===== config.mk =====
export PLATFORM = sky130hd
export DESIGN_NAME = acc_input_buffer_flat
export DESIGN_NICKNAME = d
export VERILOG_FILES = /design/src/rtl/acc_input_buffer_if.sv /design/src/rtl/acc_input_buffer.sv /design/src/flat_wrapper.sv
export SDC_FILE = /design/constraint.sdc
export NUM_CORES = 1
export LEC_CHECK = 0
export CAP_MARGIN = 20
export CORE_MARGIN = 2
export CORE_UTILIZATION = 60
export CTS_BUF_LIST = sky130_fd_sc_hd__clkbuf_8
export CTS_CLUSTER_SIZE = 28
export DETAILED_ROUTE_END_ITERATION = 12
export PLACE_DENSITY = 0.87
export SYNTH_ARGS = -nofsm -noshare
export SYNTH_HDL_FRONTEND = slang
export SYNTH_SLANG_ARGS = --single-unit

===== constraint.sdc =====
create_clock -name wb_clk_i -period 11.71 [get_ports wb_clk_i]
set_input_delay 1.171 -clock wb_clk_i [delete_from_list [all_inputs] [get_ports wb_clk_i]]
set_output_delay 1.171 -clock wb_clk_i [all_outputs]
set_load 0.03 [all_outputs]

===== src/rtl/acc_input_buffer_if.sv =====
// Word stream bundle: DMA push side (in_*) and accelerator valid/ready side (ss_*).
// master = the environment around the buffer, slave = the buffer itself.
interface acc_input_buffer_if #(
    parameter int DATA_WIDTH = 32
);
    logic                  in_valid;
    logic [DATA_WIDTH-1:0] in_data;
    logic                  ss_tvalid;
    logic [DATA_WIDTH-1:0] ss_tdata;
    logic                  ss_tlast;
    logic                  ss_tready;

    modport master (
        output in_valid, in_data, ss_tready,
        input  ss_tvalid, ss_tdata, ss_tlast
    );

    modport slave (
        input  in_valid, in_data, ss_tready,
        output ss_tvalid, ss_tdata, ss_tlast
    );
endinterface


===== src/rtl/acc_input_buffer.sv =====
// DMA-to-accelerator staging FIFO with tlast framing from a programmed length and overflow reporting.
// Define ACC_IBUF_DROP_CNT_EN to add the saturating drop_cnt_o[15:0] output.
module acc_input_buffer #(
    parameter int DATA_WIDTH = 32,
    parameter int DEPTH      = 8,
    parameter int LEN_W      = 8
) (
    input  logic                   wb_clk_i,
    input  logic                   wb_rst_i,
    acc_input_buffer_if.slave      bus,
    input  logic                   cfg_len_vld,
    input  logic [LEN_W-1:0]       cfg_len,
    input  logic                   flush_i,
    output logic [$clog2(DEPTH):0] level_o,
    output logic                   almost_full_o,
    output logic                   ovf_o,
    input  logic                   ovf_clr_i,
`ifdef ACC_IBUF_DROP_CNT_EN
    output logic [15:0]            drop_cnt_o,
`endif
    output logic                   frame_done_o
);
    localparam int PTR_W = $clog2(DEPTH);
    localparam int LVL_W = PTR_W + 1;
    localparam logic [LVL_W-1:0]  LVL_ZERO = {LVL_W{1'b0}};
    localparam logic [LVL_W-1:0]  LVL_ONE  = {{(LVL_W-1){1'b0}}, 1'b1};
    localparam logic [LVL_W-1:0]  LVL_FULL = LVL_W'(DEPTH);
    localparam logic [LVL_W-1:0]  LVL_AF   = LVL_W'(DEPTH - 2);
    localparam logic [PTR_W-1:0]  PTR_ZERO = {PTR_W{1'b0}};
    localparam logic [PTR_W-1:0]  PTR_ONE  = {{(PTR_W-1){1'b0}}, 1'b1};
    localparam logic [LEN_W-1:0]  LEN_ZERO = {LEN_W{1'b0}};
    localparam logic [LEN_W-1:0]  LEN_ONE  = {{(LEN_W-1){1'b0}}, 1'b1};

    typedef enum logic [0:0] {ST_IDLE = 1'b0, ST_RUN = 1'b1} state_t;

    logic [DATA_WIDTH-1:0] mem_r [DEPTH];
    logic [PTR_W-1:0]      wr_ptr_r, rd_ptr_r;
    logic [LVL_W-1:0]      level_r, level_nxt_s;
    logic                  tvalid_r, almost_full_r, ovf_r, frame_done_r;
    logic [LEN_W-1:0]      cnt_r, len_r, pend_len_r, len_m1_s;
    logic                  pend_vld_r;
    state_t                state_r, state_nxt_s;
    logic                  run_s;
    logic                  push_s, beat_s, full_s, push_ok_s, drop_s, tlast_s, tlast_beat_s;

    assign push_s       = bus.in_valid & ~flush_i;
    assign beat_s       = tvalid_r & bus.ss_tready;
    assign full_s       = (level_r == LVL_FULL);
    // A full FIFO still accepts a push when the head leaves in the same cycle.
    assign push_ok_s    = push_s & (~full_s | beat_s);
    assign drop_s       = push_s & full_s & ~beat_s;
    assign len_m1_s     = len_r - LEN_ONE;
    assign tlast_s      = tvalid_r & (cnt_r == len_m1_s);
    assign tlast_beat_s = beat_s & tlast_s;

    // Occupancy after this cycle's push/pop, or empty on flush.
    always_comb begin
        level_nxt_s = level_r;
        if (flush_i) begin
            level_nxt_s = LVL_ZERO;
        end else begin
            case ({push_ok_s, beat_s})
                2'b10:   level_nxt_s = level_r + LVL_ONE;
                2'b01:   level_nxt_s = level_r - LVL_ONE;
                default: level_nxt_s = level_r;
            endcase
        end
    end

    // Storage array write port.
    always_ff @(posedge wb_clk_i or posedge wb_rst_i) begin
        if (wb_rst_i) begin
            for (int i = 0; i < DEPTH; i++) begin
                mem_r[i] <= {DATA_WIDTH{1'b0}};
            end
        end else if (push_ok_s) begin
            mem_r[wr_ptr_r] <= bus.in_data;
        end
    end

    // Pointers, level and the registered status flags derived from it.
    always_ff @(posedge wb_clk_i or posedge wb_rst_i) begin
        if (wb_rst_i) begin
            wr_ptr_r      <= PTR_ZERO;
            rd_ptr_r      <= PTR_ZERO;
            level_r       <= LVL_ZERO;
            tvalid_r      <= 1'b0;
            almost_full_r <= 1'b0;
        end else begin
            if (flush_i) begin
                wr_ptr_r <= PTR_ZERO;
                rd_ptr_r <= PTR_ZERO;
            end else begin
                if (push_ok_s) wr_ptr_r <= wr_ptr_r + PTR_ONE;
                if (beat_s)    rd_ptr_r <= rd_ptr_r + PTR_ONE;
            end
            level_r       <= level_nxt_s;
            tvalid_r      <= (level_nxt_s != LVL_ZERO);
            almost_full_r <= (level_nxt_s >= LVL_AF);
        end
    end

    // FSM state register.
    always_ff @(posedge wb_clk_i or posedge wb_rst_i) begin
        if (wb_rst_i) state_r <= ST_IDLE;
        else          state_r <= state_nxt_s;
    end

    // FSM next state: active from the first accepted word until a frame end drains the FIFO.
    always_comb begin
        state_nxt_s = state_r;
        if (flush_i) begin
            state_nxt_s = ST_IDLE;
        end else begin
            case (state_r)
                ST_IDLE: state_nxt_s = push_ok_s ? ST_RUN : ST_IDLE;
                ST_RUN:  state_nxt_s = (tlast_beat_s && (level_nxt_s == LVL_ZERO)) ? ST_IDLE : ST_RUN;
                default: state_nxt_s = ST_IDLE;
            endcase
        end
    end

    // FSM outputs.
    always_comb begin
        run_s = 1'b0;
        case (state_r)
            ST_RUN:  run_s = 1'b1;
            ST_IDLE: run_s = 1'b0;
            default: run_s = 1'b0;
        endcase
    end

    // Beat counter and frame length; a length written mid-frame waits for the frame boundary.
    always_ff @(posedge wb_clk_i or posedge wb_rst_i) begin
        if (wb_rst_i) begin
            cnt_r        <= LEN_ZERO;
            len_r        <= LEN_ZERO;
            pend_len_r   <= LEN_ZERO;
            pend_vld_r   <= 1'b0;
            frame_done_r <= 1'b0;
        end else begin
            frame_done_r <= tlast_beat_s & ~flush_i;
            if (flush_i) begin
                cnt_r      <= LEN_ZERO;
                pend_vld_r <= 1'b0;
                if (cfg_len_vld) len_r <= cfg_len;
            end else begin
                if (tlast_beat_s)         cnt_r <= LEN_ZERO;
                else if (beat_s && run_s) cnt_r <= cnt_r + LEN_ONE;

                if (cfg_len_vld && ((cnt_r == LEN_ZERO) || tlast_beat_s)) begin
                    len_r      <= cfg_len;
                    pend_vld_r <= 1'b0;
                end else if (cfg_len_vld) begin
                    pend_len_r <= cfg_len;
                    pend_vld_r <= 1'b1;
                end else if (tlast_beat_s && pend_vld_r) begin
                    len_r      <= pend_len_r;
                    pend_vld_r <= 1'b0;
                end
            end
        end
    end

    // Sticky overflow flag; a new drop wins over a clear in the same cycle.
    always_ff @(posedge wb_clk_i or posedge wb_rst_i) begin
        if (wb_rst_i)       ovf_r <= 1'b0;
        else if (drop_s)    ovf_r <= 1'b1;
        else if (ovf_clr_i) ovf_r <= 1'b0;
    end

`ifdef ACC_IBUF_DROP_CNT_EN
    logic [15:0] drop_cnt_r;

    // Saturating count of dropped words; here the clear wins over a simultaneous drop.
    always_ff @(posedge wb_clk_i or posedge wb_rst_i) begin
        if (wb_rst_i)                                drop_cnt_r <= 16'h0000;
        else if (ovf_clr_i)                          drop_cnt_r <= 16'h0000;
        else if (drop_s && (drop_cnt_r != 16'hFFFF)) drop_cnt_r <= drop_cnt_r + 16'h0001;
    end

    assign drop_cnt_o = drop_cnt_r;
`endif

    assign bus.ss_tvalid = tvalid_r;
    assign bus.ss_tdata  = tvalid_r ? mem_r[rd_ptr_r] : {DATA_WIDTH{1'b0}};
    assign bus.ss_tlast  = tlast_s;
    assign level_o       = level_r;
    assign almost_full_o = almost_full_r;
    assign ovf_o         = ovf_r;
    assign frame_done_o  = frame_done_r;
endmodule

===== src/flat_wrapper.sv =====
// flat-port wrapper written by rule: the top's interface ports become plain ports
module acc_input_buffer_flat 
#(
    parameter int DATA_WIDTH = 32,
    parameter int DEPTH      = 8,
    parameter int LEN_W      = 8
)
  (wb_clk_i, wb_rst_i, cfg_len_vld, cfg_len, flush_i, level_o, almost_full_o, ovf_o, ovf_clr_i, frame_done_o, bus_in_valid, bus_in_data, bus_ss_tready, bus_ss_tvalid, bus_ss_tdata, bus_ss_tlast);
  acc_input_buffer_if #(.DATA_WIDTH(DATA_WIDTH)) bus_i ();
  input  logic wb_clk_i;
  input  logic wb_rst_i;
  input  logic cfg_len_vld;
  input  logic [LEN_W-1:0] cfg_len;
  input  logic flush_i;
  output logic [$clog2(DEPTH):0] level_o;
  output logic almost_full_o;
  output logic ovf_o;
  input  logic ovf_clr_i;
  output logic frame_done_o;
  input wire logic [$bits(bus_i.in_valid)-1:0] bus_in_valid;
  input wire logic [$bits(bus_i.in_data)-1:0] bus_in_data;
  input wire logic [$bits(bus_i.ss_tready)-1:0] bus_ss_tready;
  output wire logic [$bits(bus_i.ss_tvalid)-1:0] bus_ss_tvalid;
  output wire logic [$bits(bus_i.ss_tdata)-1:0] bus_ss_tdata;
  output wire logic [$bits(bus_i.ss_tlast)-1:0] bus_ss_tlast;
  assign bus_i.in_valid = bus_in_valid;
  assign bus_i.in_data = bus_in_data;
  assign bus_i.ss_tready = bus_ss_tready;
  assign bus_ss_tvalid = bus_i.ss_tvalid;
  assign bus_ss_tdata = bus_i.ss_tdata;
  assign bus_ss_tlast = bus_i.ss_tlast;
  acc_input_buffer #(.DATA_WIDTH(DATA_WIDTH), .DEPTH(DEPTH), .LEN_W(LEN_W)) u_core (.wb_clk_i(wb_clk_i), .wb_rst_i(wb_rst_i), .bus(bus_i), .cfg_len_vld(cfg_len_vld), .cfg_len(cfg_len), .flush_i(flush_i), .level_o(level_o), .almost_full_o(almost_full_o), .ovf_o(ovf_o), .ovf_clr_i(ovf_clr_i), .frame_done_o(frame_done_o));
endmodule

==> metrics.md <==
| Metric | Value |
|---|---|
| Outcome | finished, final reports clean |
| I/O Pins | 88 |
| Post-Syn Area per Cell | 15.2 µm² |
| Crit path kind | reg -> out |
| Post-cts sizing count | 0 |
| Worst-path fanout max | 42 |
| Max clock buf depth | 3 |
| Leakage power | 7.11 nW |
| Drc violations | 0 |
| Fmax | 209 MHz |
| Sequential Area | 0.00741 mm² |
| Setup bufs post-CTS | 0 |
| Routability cong. | roughly 0.82 |
| Crit. Startpoint | u_core.rd_ptr_r[0] |
| Detailed placement HPWL | 15,800 µm |
| Worst Hold Launch | u_core.mem_r[246] |
| CTS Buf Count | 48 |
| Unique masters post-synth | 48 |
| Worst Skew | 0.0210 ns |
| Commonest cells in the netlist | dfrtp_1 (296), mux2_2 (265), mux4_2 (64) |
| Vias per Instance | 6.03 |
| Adder-Cell Fraction of Synth Area | less than 1% |
| Core ar. | 0.0226 mm² |
| Synth Area in Simple Gates | 4.40% |
| Width of the die | between 150 and 200 µm |
| Initial antenna violation count | 0 |
| Area of the multi-input gates | 0.00612 mm² |
| Share of the synthesized area in the top cell type | 53.8% |
| Tmin final | approximately 4.8 ns |
| Post-synth ARST share | 100% |
| Pwr Density | 194 mW/mm² |
| Setup_tns | 0 ns |
| CTS sink count | 296 |
| Die Ht | 156 µm |
| Yosys reg bits | just under 300 |
| H-Tree Depth | 2 |
| Tcrit/Tclk final | 40.9% |
| Layout Nets | 1,056 |
| YS warnings | 0 |
| Post-route ant nets | 0 |
| Yosys top cell by area | dfrtp_1 |
| Slew Limit Fails | 0 |
| Global route overflow | 0 |
| Sequential-to-total area share from yosys stat | a little over half |
| Vias in the first global route | 8,610 |
| Root Buffer | clkbuf_8 |
| Initial cell density of the core | 61.0% |
| Syn_nets | 959 |
| Final Hold Fails | 0 |
| Mapped Area | about 0.014 mm² |
| Layout cells sized above 1 | about two fifths |
| Top-count cell post-synth | dfrtp_1 |
| Hold-fix buffers at CTS | 0 |
| WL/cell | 21.2 µm |
| Largest family of logic cells by synthesized area | multiplexers |
| Post-Syn Instances | 904 |
| Diodes inserted | 0 |
| Post-synthesis xor/xnor area fraction | 1.40% |
| Worst skew pair latency | 0.56 ns |
| Compound-cell area share of the yosys netlist | under 10% |
| # fillers | 1,486 |
| First DRT Iteration DRCs | 442 |
| Main synth FF type | dfrtp_1 |
| Mux cell area share after synthesis | 35.8% |
| Worst slew pin tran | 1.00 ns |
| CP arrival | 3.62 ns |
| First-pass detailed-route iteration total | 4 |
| Peak supply drop | between 0.1 and 0.15 mV |
| Largest net degree at the start of global routing | 151 |
| Setup violators final | 0 |
| Total die area | 0.0242 mm² |
| CTS tree | done |
| Worst hold path class | reg -> reg |
| Post-synth EDFFs | 0 |
| Synth area leaders | dfrtp_1 (54%), mux2_2 (22%), mux4_2 (10%) |
| Worst setup EP type | output port |
| First-pass GRT wire length | between 40,000 and 50,000 µm |
| Slew HR | 33.3% |
| DR vias | 7,956 |
| Unrepaired setup endpoints after global routing | false |
| Worst r2r src | u_core.bus.ss_tvalid |
| Pwr Total | 3.08 mW |
| Gr usage total | 24.2% |
| CP required | 10.54 ns |
| Placement Rows | 55 |
| CP startpoint kind | register |
| IO Port Bufs | 87 |
| Drt total wl | around 28,000 µm |
| CTS clk-pin slew, worst paths | 0.07 ns |
| Layout area overhead | 15.5% |
| Max-Cap Viols | 0 |
[state kept, by name (all words and copies together), names as in the netlist]
signal / count
u_core.len_r: 8
u_core.state_r: 1
u_core.wr_ptr_r: 3
u_core.rd_ptr_r: 3
u_core.pend_vld_r: 1
u_core.cnt_r: 8
u_core.pend_len_r: 8
u_core.almost_full_o: 1
u_core.mem_r: 256
u_core.frame_done_o: 1
u_core.bus.ss_tvalid: 1
u_core.level_o: 4
u_core.ovf_o: 1
[critical path, cell delays in order, from the launching register on]
cell and delay (ns):
dfrtp_4 0.75, buf_4 0.78, mux4_2 0.60, mux2i_1 0.24, nor2b_1 0.07, clkdlybuf4s50_1 0.59
[final timing paths]
check                      cells after the start                    to  slack [ns]
max                                            5       bus_ss_tdata[1]        6.92
min                                            1     u_core.mem_r[246]        0.49
max reg2reg                                   13        u_core.state_r        7.88
min reg2reg                                    1     u_core.mem_r[246]        0.49
max in group asynchronous                      5     u_core.mem_r[110]        8.20
min in group asynchronous                      2  u_core.pend_len_r[7]        0.93
[layout by cell type (no fill, tap or decap), types with 2 or more instances in the layout]
cell type | Yosys | routed
dfrtp_2 | 0 | 2
clkdlybuf4s50_1 | 0 | 87
and3_1 | 3 | 3
nor2_1 | 20 | 19
buf_4 | 0 | 13
a31oi_1 | 3 | 3
mux2i_1 | 39 | 39
xnor2_1 | 7 | 7
mux2_4 | 5 | 5
dfrtp_1 | 296 | 293
o31ai_1 | 2 | 2
nor4b_4 | 0 | 2
inv_1 | 13 | 29
mux2_1 | 4 | 4
nand3_1 | 3 | 3
o211a_1 | 2 | 2
nor2b_1 | 34 | 34
nand2_1 | 14 | 14
o21ai_0 | 6 | 6
clkbuf_8 | 0 | 64
o21ai_4 | 2 | 2
nor3_1 | 4 | 3
xor2_1 | 15 | 15
ha_1 | 8 | 8
nand4_1 | 5 | 5
nor4_1 | 3 | 3
nand4b_1 | 2 | 2
mux4_2 | 64 | 64
a21o_1 | 2 | 2
a21oi_1 | 6 | 6
or3_1 | 5 | 4
mux2_2 | 265 | 265
[per-stage QoR]
stage	instance area (µm²)	util [%]	std cells	hold WS, ns	worst slack [ns]
floorplan	13800	-	904	0.453	2.36
detailed placement	14900	66.1	1235	0.476	6.56
finish	15900	70.5	1319	0.487	6.92
global route	15900	70.5	1319	0.507	6.69
CTS	15900	70.3	1318	0.492	6.80
global placement	14900	66.1	1235	0.465	6.74
[layer usage]
metal,wire length (µm),global-route usage [%],share of wire [%],vias up
met5,0,0,0,-
met4,516,7.12,1.8,0
met3,1410,4.21,5.0,40
met2,13900,40.0,50,219
met1,12100,33.3,43,4165
li1,-,-,-,3532
[logic make-up (layout without fill, tap and decap cells)]
logic type,Yosys count,count (layout)
xor+xnor,22,22
simple gates,104,104
fa+ha+maj,8,8
compound gates,29,29
flops,296,296
mux,377,377
buf+inv,68,198
[final cells by class]
type                            count  area share, %
Timing Repair Buffer              101           6.26
Clock buffer                       64           5.54
Multi-Input combinational cell    540           38.5
Tap cell                          285           2.24
Sequential cell                   296           46.6
Clock inverter                     19          0.504
Inverter                           14          0.378
[power by group]
group	internal [mW]	switching (mW)
Sequential	1.25	0.141
Clock	0.484	0.393
Combinational	0.452	0.360
No activity file was read; power rests on OpenSTA's default activity.
